`config.mk`:
```
export PLATFORM = sky130hd
export DESIGN_NAME = flappy_game_ctrl
export DESIGN_NICKNAME = d
export VERILOG_FILES = /design/src/rtl/flappy_pkg.sv /design/src/rtl/frame_tick_gen.sv /design/src/rtl/flappy_game_ctrl.sv
export SDC_FILE = /design/constraint.sdc
export NUM_CORES = 1
export LEC_CHECK = 0
export ABC_AREA = 1
export CAP_MARGIN = 20
export CORE_AREA = 2 2 205 207
export DETAILED_ROUTE_END_ITERATION = 7
export DIE_AREA = 0 0 207 209
export GPL_TIMING_DRIVEN = 0
export PLACE_DENSITY = 0.49
export SYNTH_ARGS = -nofsm -noshare
export SYNTH_HDL_FRONTEND = slang
export SYNTH_SLANG_ARGS = --single-unit
```
`constraint.sdc`:
```
create_clock -name clk -period 1.8 [get_ports clk]
set_clock_uncertainty 0.1 [all_clocks]
set_input_delay 0.36 -clock clk [delete_from_list [all_inputs] [get_ports clk]]
set_output_delay 0.36 -clock clk [all_outputs]
set_load 0.01 [all_outputs]
```
`src/rtl/flappy_pkg.sv`:
```
// Shared types and constants for the flappy-bird game sequencer.
package flappy_pkg;
  localparam int GRID = 16;
  localparam logic [3:0] BIRD_START = 4'd8;

  typedef logic [GRID-1:0][GRID-1:0] frame_t;
  typedef enum logic [1:0] {IDLE = 2'd0, PLAY = 2'd1, OVER = 2'd2} game_state_t;
endpackage

```
`src/rtl/frame_tick_gen.sv`:
```
// Frame tick divider: one-cycle tick every FRAME_DIV clk cycles (on count FRAME_DIV-1).
module frame_tick_gen #(
  parameter int FRAME_DIV = 1562500
) (
  input  logic clk,
  input  logic reset_n,
  output logic tick
);
  localparam int CW = (FRAME_DIV > 1) ? $clog2(FRAME_DIV) : 1;
  localparam logic [CW-1:0] LAST = CW'(FRAME_DIV - 1);

  logic [CW-1:0] cnt;

  assign tick = (cnt == LAST);

  always_ff @(posedge clk or negedge reset_n) begin
    if (!reset_n)  cnt <= '0;
    else if (tick) cnt <= '0;
    else           cnt <= cnt + CW'(1);
  end
endmodule

```
`src/rtl/flappy_game_ctrl.sv`:
```
// Flappy-bird game sequencer: frame-ticked bird physics, pipe scroll pulses, collision and score.
// Optional FLAPPY_SPEEDUP_EN shortens the scroll period as the score grows.
module flappy_game_ctrl
  import flappy_pkg::*;
#(
  parameter int FRAME_DIV     = 1562500,
  parameter int SCROLL_FRAMES = 8,
  parameter int GRAV_FRAMES   = 4,
  parameter int FLAP_H        = 2,
  parameter int BIRD_COL      = 3,
  parameter int SCORE_W       = 8
) (
  input  logic                      clk,
  input  logic                      reset_n,
  input  logic                      flap,
  input  logic [GRID-1:0][GRID-1:0] GrnPixels,
  output logic                      scroll_en,
  output logic                      pipe_rst,
  output logic [GRID-1:0][GRID-1:0] RedPixels,
  output logic [3:0]                bird_row,
  output logic [SCORE_W-1:0]        score,
  output logic                      game_over,
  output logic [1:0]                state_dbg
);
  localparam int GW = (GRAV_FRAMES > 1) ? $clog2(GRAV_FRAMES) : 1;
  localparam int SW = $clog2(SCROLL_FRAMES + 1);
  localparam logic [3:0]         COL         = 4'(BIRD_COL);
  localparam logic [3:0]         FLAP_STEP   = 4'(FLAP_H);
  localparam logic [GW-1:0]      GRAV_LAST   = GW'(GRAV_FRAMES - 1);
  localparam logic [SW-1:0]      SCROLL_BASE = SW'(SCROLL_FRAMES);
  localparam logic [SCORE_W-1:0] SCORE_MAX   = '1;

  game_state_t        state_q, state_d;
  logic [3:0]         row_q, row_d;
  logic [GW-1:0]      grav_q, grav_d;
  logic [SW-1:0]      scr_q, scr_d, period_q, period_d;
  logic [SCORE_W-1:0] score_q, score_d;
  logic               pend_q, pend_d, scroll_d;
  logic               tick, fl, hit, fall_out, col_lit;
  logic               unused_grn;

  frame_tick_gen #(.FRAME_DIV(FRAME_DIV)) u_tick (
    .clk     (clk),
    .reset_n (reset_n),
    .tick    (tick)
  );

`ifdef FLAPPY_SPEEDUP_EN
  function automatic logic [SW-1:0] speedup_period(input logic [SCORE_W-1:0] s);
    int step;
    step = int'(s) >> 3;
    if (step > SCROLL_FRAMES - 2) step = SCROLL_FRAMES - 2;
    return SW'(SCROLL_FRAMES - step);
  endfunction
`endif

  // Only the bird column of the pipe frame matters to this block.
  assign unused_grn = ^GrnPixels;

  always_comb begin
    col_lit = 1'b0;
    for (int r = 0; r < GRID; r++) col_lit = col_lit | GrnPixels[r[3:0]][COL];
  end

  always_comb begin
    state_d  = state_q;
    row_d    = row_q;
    grav_d   = grav_q;
    scr_d    = scr_q;
    period_d = period_q;
    score_d  = score_q;
    scroll_d = 1'b0;
    fl       = pend_q | flap;
    pend_d   = tick ? 1'b0 : fl;
    hit      = GrnPixels[row_q][COL];
    fall_out = !fl && (grav_q == GRAV_LAST) && (row_q == 4'd15);
    if (tick) begin
      unique case (state_q)
        IDLE: if (fl) begin
          state_d  = PLAY;
          row_d    = BIRD_START;
          grav_d   = '0;
          scr_d    = '0;
          score_d  = '0;
          period_d = SCROLL_BASE;
        end
        PLAY: if (hit || fall_out) begin
          state_d = OVER;
        end else begin
          // A pending flap pre-empts gravity for this frame.
          if (fl) begin
            row_d  = (row_q < FLAP_STEP) ? 4'd0 : row_q - FLAP_STEP;
            grav_d = '0;
          end else if (grav_q == GRAV_LAST) begin
            grav_d = '0;
            row_d  = row_q + 4'd1;
          end else begin
            grav_d = grav_q + GW'(1);
          end
          if (scr_q == period_q - SW'(1)) begin
            scr_d    = '0;
            scroll_d = 1'b1;
            if (col_lit && (score_q != SCORE_MAX)) score_d = score_q + SCORE_W'(1);
`ifdef FLAPPY_SPEEDUP_EN
            period_d = speedup_period(score_d);
`else
            period_d = SCROLL_BASE;
`endif
          end else begin
            scr_d = scr_q + SW'(1);
          end
        end
        OVER: if (fl) begin
          state_d = IDLE;
          row_d   = BIRD_START;
        end
        default: state_d = IDLE;
      endcase
    end
  end

  // scroll_en is a one-cycle strobe with no acknowledge; pipe_rst is a level.
  always_ff @(posedge clk or negedge reset_n) begin
    if (!reset_n) begin
      state_q   <= IDLE;
      row_q     <= BIRD_START;
      grav_q    <= '0;
      scr_q     <= '0;
      period_q  <= SCROLL_BASE;
      score_q   <= '0;
      pend_q    <= 1'b0;
      scroll_en <= 1'b0;
      pipe_rst  <= 1'b1;
    end else begin
      state_q   <= state_d;
      row_q     <= row_d;
      grav_q    <= grav_d;
      scr_q     <= scr_d;
      period_q  <= period_d;
      score_q   <= score_d;
      pend_q    <= pend_d;
      scroll_en <= scroll_d;
      pipe_rst  <= (state_d != PLAY);
    end
  end

  always_comb begin
    RedPixels             = '0;
    RedPixels[row_q][COL] = 1'b1;
  end

  assign bird_row  = row_q;
  assign score     = score_q;
  assign game_over = (state_q == OVER);
  assign state_dbg = state_q;
endmodule

```
Yosys cells after proc, flatten, opt, wreduce, memory -nomap -nowiden

Cells that the tools add are included.

Bitwise operators: 16
Eq/ne operators: 14
$lt $le $gt $ge: 3
Reduce and logical (&&, ||, !) cells: 14
Mux-type cells: 38
Add/sub/neg operators: 7

Operators by type and width:

| kind                                                                                 | number |
|---|---|
| 16-bit binary-select mux with 4-bit select                                           | 1 |
| 16-bit demux with 4-bit select                                                       | 1 |
| 4-bit two-way mux                                                                    | 12 |
| 8-bit two-way mux                                                                    | 4 |
| 4-bit case mux with 2 select lines                                                   | 3 |
| 21-bit by 1-bit adder with 21-bit output (second input constant)                     | 1 |
| 21-bit == test (second input constant)                                               | 1 |
| 21-bit two-way mux                                                                   | 1 |
| 2-bit two-way mux                                                                    | 8 |
| 1-bit OR                                                                             | 16 |
| 8-bit case mux with 2 select lines                                                   | 1 |
| 5-bit AND reduction                                                                  | 2 |
| 4-bit by 1-bit adder with 4-bit output (second input constant)                       | 2 |
| 8-bit by 1-bit adder with 8-bit output (second input constant)                       | 1 |
| 2-bit inequality test (second input constant)                                        | 4 |
| 8-bit inequality test (second input constant)                                        | 1 |
| 2-bit case mux with 3 select lines                                                   | 1 |
| 6-bit AND reduction                                                                  | 1 |
| 4-bit by 5-bit less-than comparator with 1-bit output (second input constant)        | 1 |
| 1-bit two-way mux                                                                    | 5 |
| 2-bit == test (second input constant)                                                | 2 |
| 4-bit == test                                                                        | 1 |
| 4-bit == test (second input constant)                                                | 1 |
| 4-bit by 1-bit greater-or-equal comparator with 1-bit output (second input constant) | 1 |
| other kinds (15)                                                                     | 20 |

Output and inout port bits: 273
Word-level logic and storage cells: 102
Register bits after elaboration: 48
Input bits: 259

Longest topological paths before layout

Depth in word-level cells: 20
Mapped depth: 14
Mapped depth without buffers: 13

By module

Synthesis repeated with hierarchy kept, for this count alone.

Cells, all modules: 682
Area total of the unflattened synthesis: 4,927.2 µm²

By module, submodules not included:

| module           | area each (µm²) | cells an instance | sequential area each (µm²) | instances |
|---|---|---|---|---|
| flappy_game_ctrl | 3,604.7         | 503               | 578.1                      | 1 |
| frame_tick_gen   | 1,322.5         | 179               | 525.5                      | 1 |

Worst setup path after synthesis

No wires, ideal clock.

Path kind: reg2reg
From: reg row_q[3] (netlist: bird_row[3])
To: reg grav_q[0]
Cell stages (with the launch flop): 13
Clock period less this slack: 1.759 ns
Path slack: 0.041 ns
Arrival: 1.547 ns
Required time: 1.587 ns
Buffers on the path: 1
Setup time: 0.113 ns
Cell sequence: dfstp_2 buf_4 nand2_2 nor2_2 nand3_1 nand2_1 nor2_1 nand2_2 nand2_1 nand2_2 nand2_1 nand2_1 inv_1

Word-level cells in the longest chain between the ends: 5
Elaborated cells on any way between the ends: 7
Those cells by class: eq/ne: 2; mux: 2; reduce/logical: 3

RTL lines:

| item                                                                                | line                                           | source |
|---|---|---|
| start: declaration                                                                  | flappy_game_ctrl.sv:34                         | `logic [3:0] row_q, row_d;` |
| start signal: assignment                                                            | flappy_game_ctrl.sv:136                        | `row_q <= row_d;` |
| 16-bit binary-select mux with 4-bit select / 4-bit == test (equally long branches)  | flappy_game_ctrl.sv:75, flappy_game_ctrl.sv:76 |  |
| 4-bit two-way mux (not written as such) / 1-bit logical AND (equally long branches) | flappy_game_ctrl.sv:75, flappy_game_ctrl.sv:76 |  |
| 1-bit logical OR (*)                                                                | flappy_game_ctrl.sv:87                         | `PLAY: if (hit \|\| fall_out) begin` |
| 2-bit inequality test (no source line) (*)                                          | --                                             |  |
| 4-bit AND reduction (no source line) (*)                                            | --                                             |  |
| end signal: assignment                                                              | flappy_game_ctrl.sv:137                        | `grav_q <= grav_d;` |
| end: declaration                                                                    | flappy_game_ctrl.sv:35                         | `logic [GW-1:0] grav_q, grav_d;` |

Mark *: on every way between the ends. The rest lies on a longest branch, timed or not. The select of a mux whose other input is x is not followed.
A chain may end at the register's enable or synchronous reset.

Worst setup path after layout

From: reg row_q[0] (netlist: bird_row[0])
To: reg score_q[4] (netlist: score[4])

Word-level cells in the longest chain between the ends: 5
Elaborated cells on any way between the ends: 7
Those cells by class: eq/ne: 2; mux: 2; reduce/logical: 3

RTL lines:

| item                                                                                | line                                           | source |
|---|---|---|
| 16-bit binary-select mux with 4-bit select / 4-bit == test (equally long branches)  | flappy_game_ctrl.sv:75, flappy_game_ctrl.sv:76 |  |
| 4-bit two-way mux (not written as such) / 1-bit logical AND (equally long branches) | flappy_game_ctrl.sv:75, flappy_game_ctrl.sv:76 |  |
| 1-bit logical OR (*)                                                                | flappy_game_ctrl.sv:87                         |  |
| 2-bit inequality test (no source line) (*)                                          | --                                             |  |
| 6-bit AND reduction (no source line) (*)                                            | --                                             |  |
| end signal: assignment                                                              | flappy_game_ctrl.sv:140                        | `score_q <= score_d;` |
| end: declaration                                                                    | flappy_game_ctrl.sv:37                         | `logic [SCORE_W-1:0] score_q, score_d;` |

Marks and branches as above.

==> impl_metrics.json <==
{
  "die_h_um": 209,
  "ys_types": 34,
  "cap_violations": 0,
  "initial_core_util_pct": 11.9,
  "netlist_instances": 678,
  "drt_iter0_markers": 135,
  "dieArea_um2": 43300,
  "numCtsBuffers": 5,
  "ys_ff_latch": 44,
  "synth_top_family_by_area": "buffers and inverters",
  "fin_nets": 1291,
  "route.detailed.drc": 0,
  "drv_slew": 0,
  "cts-root-buf": "clkbuf_16",
  "gp_congestion": 0.799,
  "clkLatencyLatePin_ps": 290,
  "cts-htree-levels": 2,
  "via_per_inst": 2.84,
  "start_kind": "flop",
  "p_leak_nw": 4.41,
  "clockBufferDepth": 2,
  "wl_um": 14800,
  "core_um2": 41300,
  "io_pins": 532,
  "grt_max_degree": 25,
  "grt_use_total_pct": 6.28,
  "setup_slack_ps": -187,
  "fin_crit_sh_pct": 110,
  "holdWs_ps": 400,
  "portBuffers": 51,
  "diodes": 0,
  "rsz0062_at_grt": "yes",
  "cts.clk_slew.worst_paths_ps": 60,
  "routedWlPerCell_um": 9.45,
  "critical-path-max-stage-delay_ps": 460,
  "syn_area_per_cell_um2": 7.23,
  "yosysWarnings": 0,
  "fin_util_pct": 19.5,
  "layout_commonest_cell": "buf_4",
  "syn_to_final_growth_pct": 64.0,
  "die_w_um": 207,
  "synth.largest_area_cell": "buf_4",
  "setup_viol": 37,
  "synth_top_cell_area_share_pct": 37.4,
  "antenna_found_initial": 2,
  "cts_sinks": 44,
  "hold_path_class": "reg2reg",
  "period_needed_ps": 1990,
  "vdd_ir_drop_max_v": 0.000269,
  "fin_setup_tns_ps": -4310,
  "post_route_cells_drive_above_1_share_pct": 42.7,
  "ant_nets": 0,
  "final_cell_mix": "buf_4, conb_1, nand2_1",
  "dp_hpwl_um": 12000,
  "endpoint_kind": "flop",
  "crit_fanout": 5,
  "timing.fmax_mhz": 503,
  "synth_compound_area_share_pct": 3.06,
  "netlist_area_um2": 4900,
  "violations": "setup timing",
  "maxSlewHeadroom_pct": 65.9,
  "tightest_slew_ps": 512,
  "cts_tree": "built",
  "synth_area_leaders": "buf_4, dfrtp_1, nand2_1, nor2_1, inv_1",
  "crit_slowest_cell": "dfrtp_2",
  "ys_seq_area_share_pct": 22.5,
  "grt_pass1_vias": 3754,
  "fp-row-count": 75,
  "first_pass_iters": 4,
  "hold_viol": 0,
  "synthXorXnorAreaFrac_pct": 2.86,
  "grt_first_pass_wirelength_um": 21100,
  "required_ps": 1880,
  "crit_chain": "buf_6 > clkbuf_16 > nand2_2 > nand3_2 > nand2_2 > nand2_1 > nand2_1 > inv_1 > nand2_2 > nand2_4 > buf_6 > buf_8 > nand4_1 > nand2_1",
  "worstPathArrival_ps": 2060,
  "crit_type": "reg2reg",
  "synth_fa_ha_area_share_pct": 2.55,
  "yosys-mux-area-fraction_pct": 0,
  "via_count": 4436,
  "powerDensity_nw_per_um2": 335,
  "gr-total-overflow": 0,
  "outcome": "finished with violations",
  "synth-simple-area-share_pct": 25.1,
  "place_ws_ps": -689
}
==> metal layers <==
metal | up-vias | GRT usage (%) | routed length [µm]
li1 | 2317 | - | -
met4 | 4 | 1.65 | 352
met3 | 21 | 4.16 | 2280
met5 | - | 0 | 26
met2 | 236 | 10.1 | 6550
met1 | 1858 | 6.76 | 5560
==> synth_stat cells (all sizes together) <==
| library cell | instances |
|---|---|
| o22ai | 1 |
| xor2 | 13 |
| nor2 | 76 |
| a21oi | 8 |
| nand4 | 19 |
| conb | 1 |
| o211ai | 1 |
| nand3b | 2 |
| nand3 | 34 |
| o21ai | 17 |
| nor3 | 15 |
| ha | 10 |
| buf | 249 |
| xnor2 | 3 |
| o221a | 1 |
| nor4 | 1 |
| dfstp | 2 |
| and3 | 1 |
| dfrtp | 42 |
| nor3b | 1 |
| nand2 | 109 |
| inv | 72 |
==> worst max-delay path, delay by kind of cell, from the launching register on <==
family | cells | cell delay, ps
flip-flops | 1 | 460
AND/OR/NAND/NOR | 9 | 690
buffers and inverters | 5 | 640
==> final timing paths <==
path                              from             end  slack, ps  depth (start not counted)
max                        bird_row[0]        score[4]       -190                         14
min                          grav_q[1]       grav_q[1]        400                          2
max reg2reg                bird_row[0]        score[4]       -190                         14
min reg2reg                  grav_q[1]       grav_q[1]        400                          2
max in group asynchronous      reset_n     bird_row[3]        520                          3
min in group asynchronous      reset_n  u_tick.cnt[17]        510                          2
==> what timing repair did <==
item / CTS / global route
gates resized for setup: 151 / 92
cloned: 1 / 1
pin swaps: 18 / 26
endpoints found under the setup margin: 55 / 51
buffers inserted: 25 / 18
hold buffers: 1 / 0
hold endpoints to repair: 20 / 0
==> cells by family after synthesis <==
| logic type | after synthesis |
|---|---|
| fa+ha+maj | 10 |
| flops | 44 |
| other cells | 1 |
| xor+xnor | 16 |
| compound gates | 28 |
| buf+inv | 321 |
| simple gates | 258 |
==> layout make-up <==
class,count,area (µm²)
buffer,249,1920
multi-input combinational,552,2930
tap,539,674
fill,4580,33300
timing repair buffer,98,943
sequential,44,1110
clock buffer,8,146
inverter,72,303
==> through the flow <==
step	instance area [µm²]	power, mW	std cells
6_report	8040	2.69	1562
3_3_place_gp	6980	1.71	1507
5_1_grt	8040	2.83	1562
3_5_place_dp	7000	1.72	1508
2_1_floorplan	5800	1.64	917
4_1_cts	7540	2.70	1543
==> report_power, final <==
| part | switching (mW) | leakage, nW | internal, mW |
|---|---|---|---|
| clock network | 0.379 | 0.0712 | 0.554 |
| registers | 0.0000000000000000390 | 0.558 | 0.989 |
| logic | 0.367 | 3.78 | 0.403 |
==> state kept, by name (all words and copies together) (netlist names) <==
| signal | count |
|---|---|
| bird_row | 4 |
| u_tick.cnt | 21 |
| scroll_en | 1 |
| pend_q | 1 |
| scr_q | 4 |
| state_dbg | 2 |
| pipe_rst | 1 |
| score | 8 |
| grav_q | 2 |
Power figures use the tool's default switching activity.
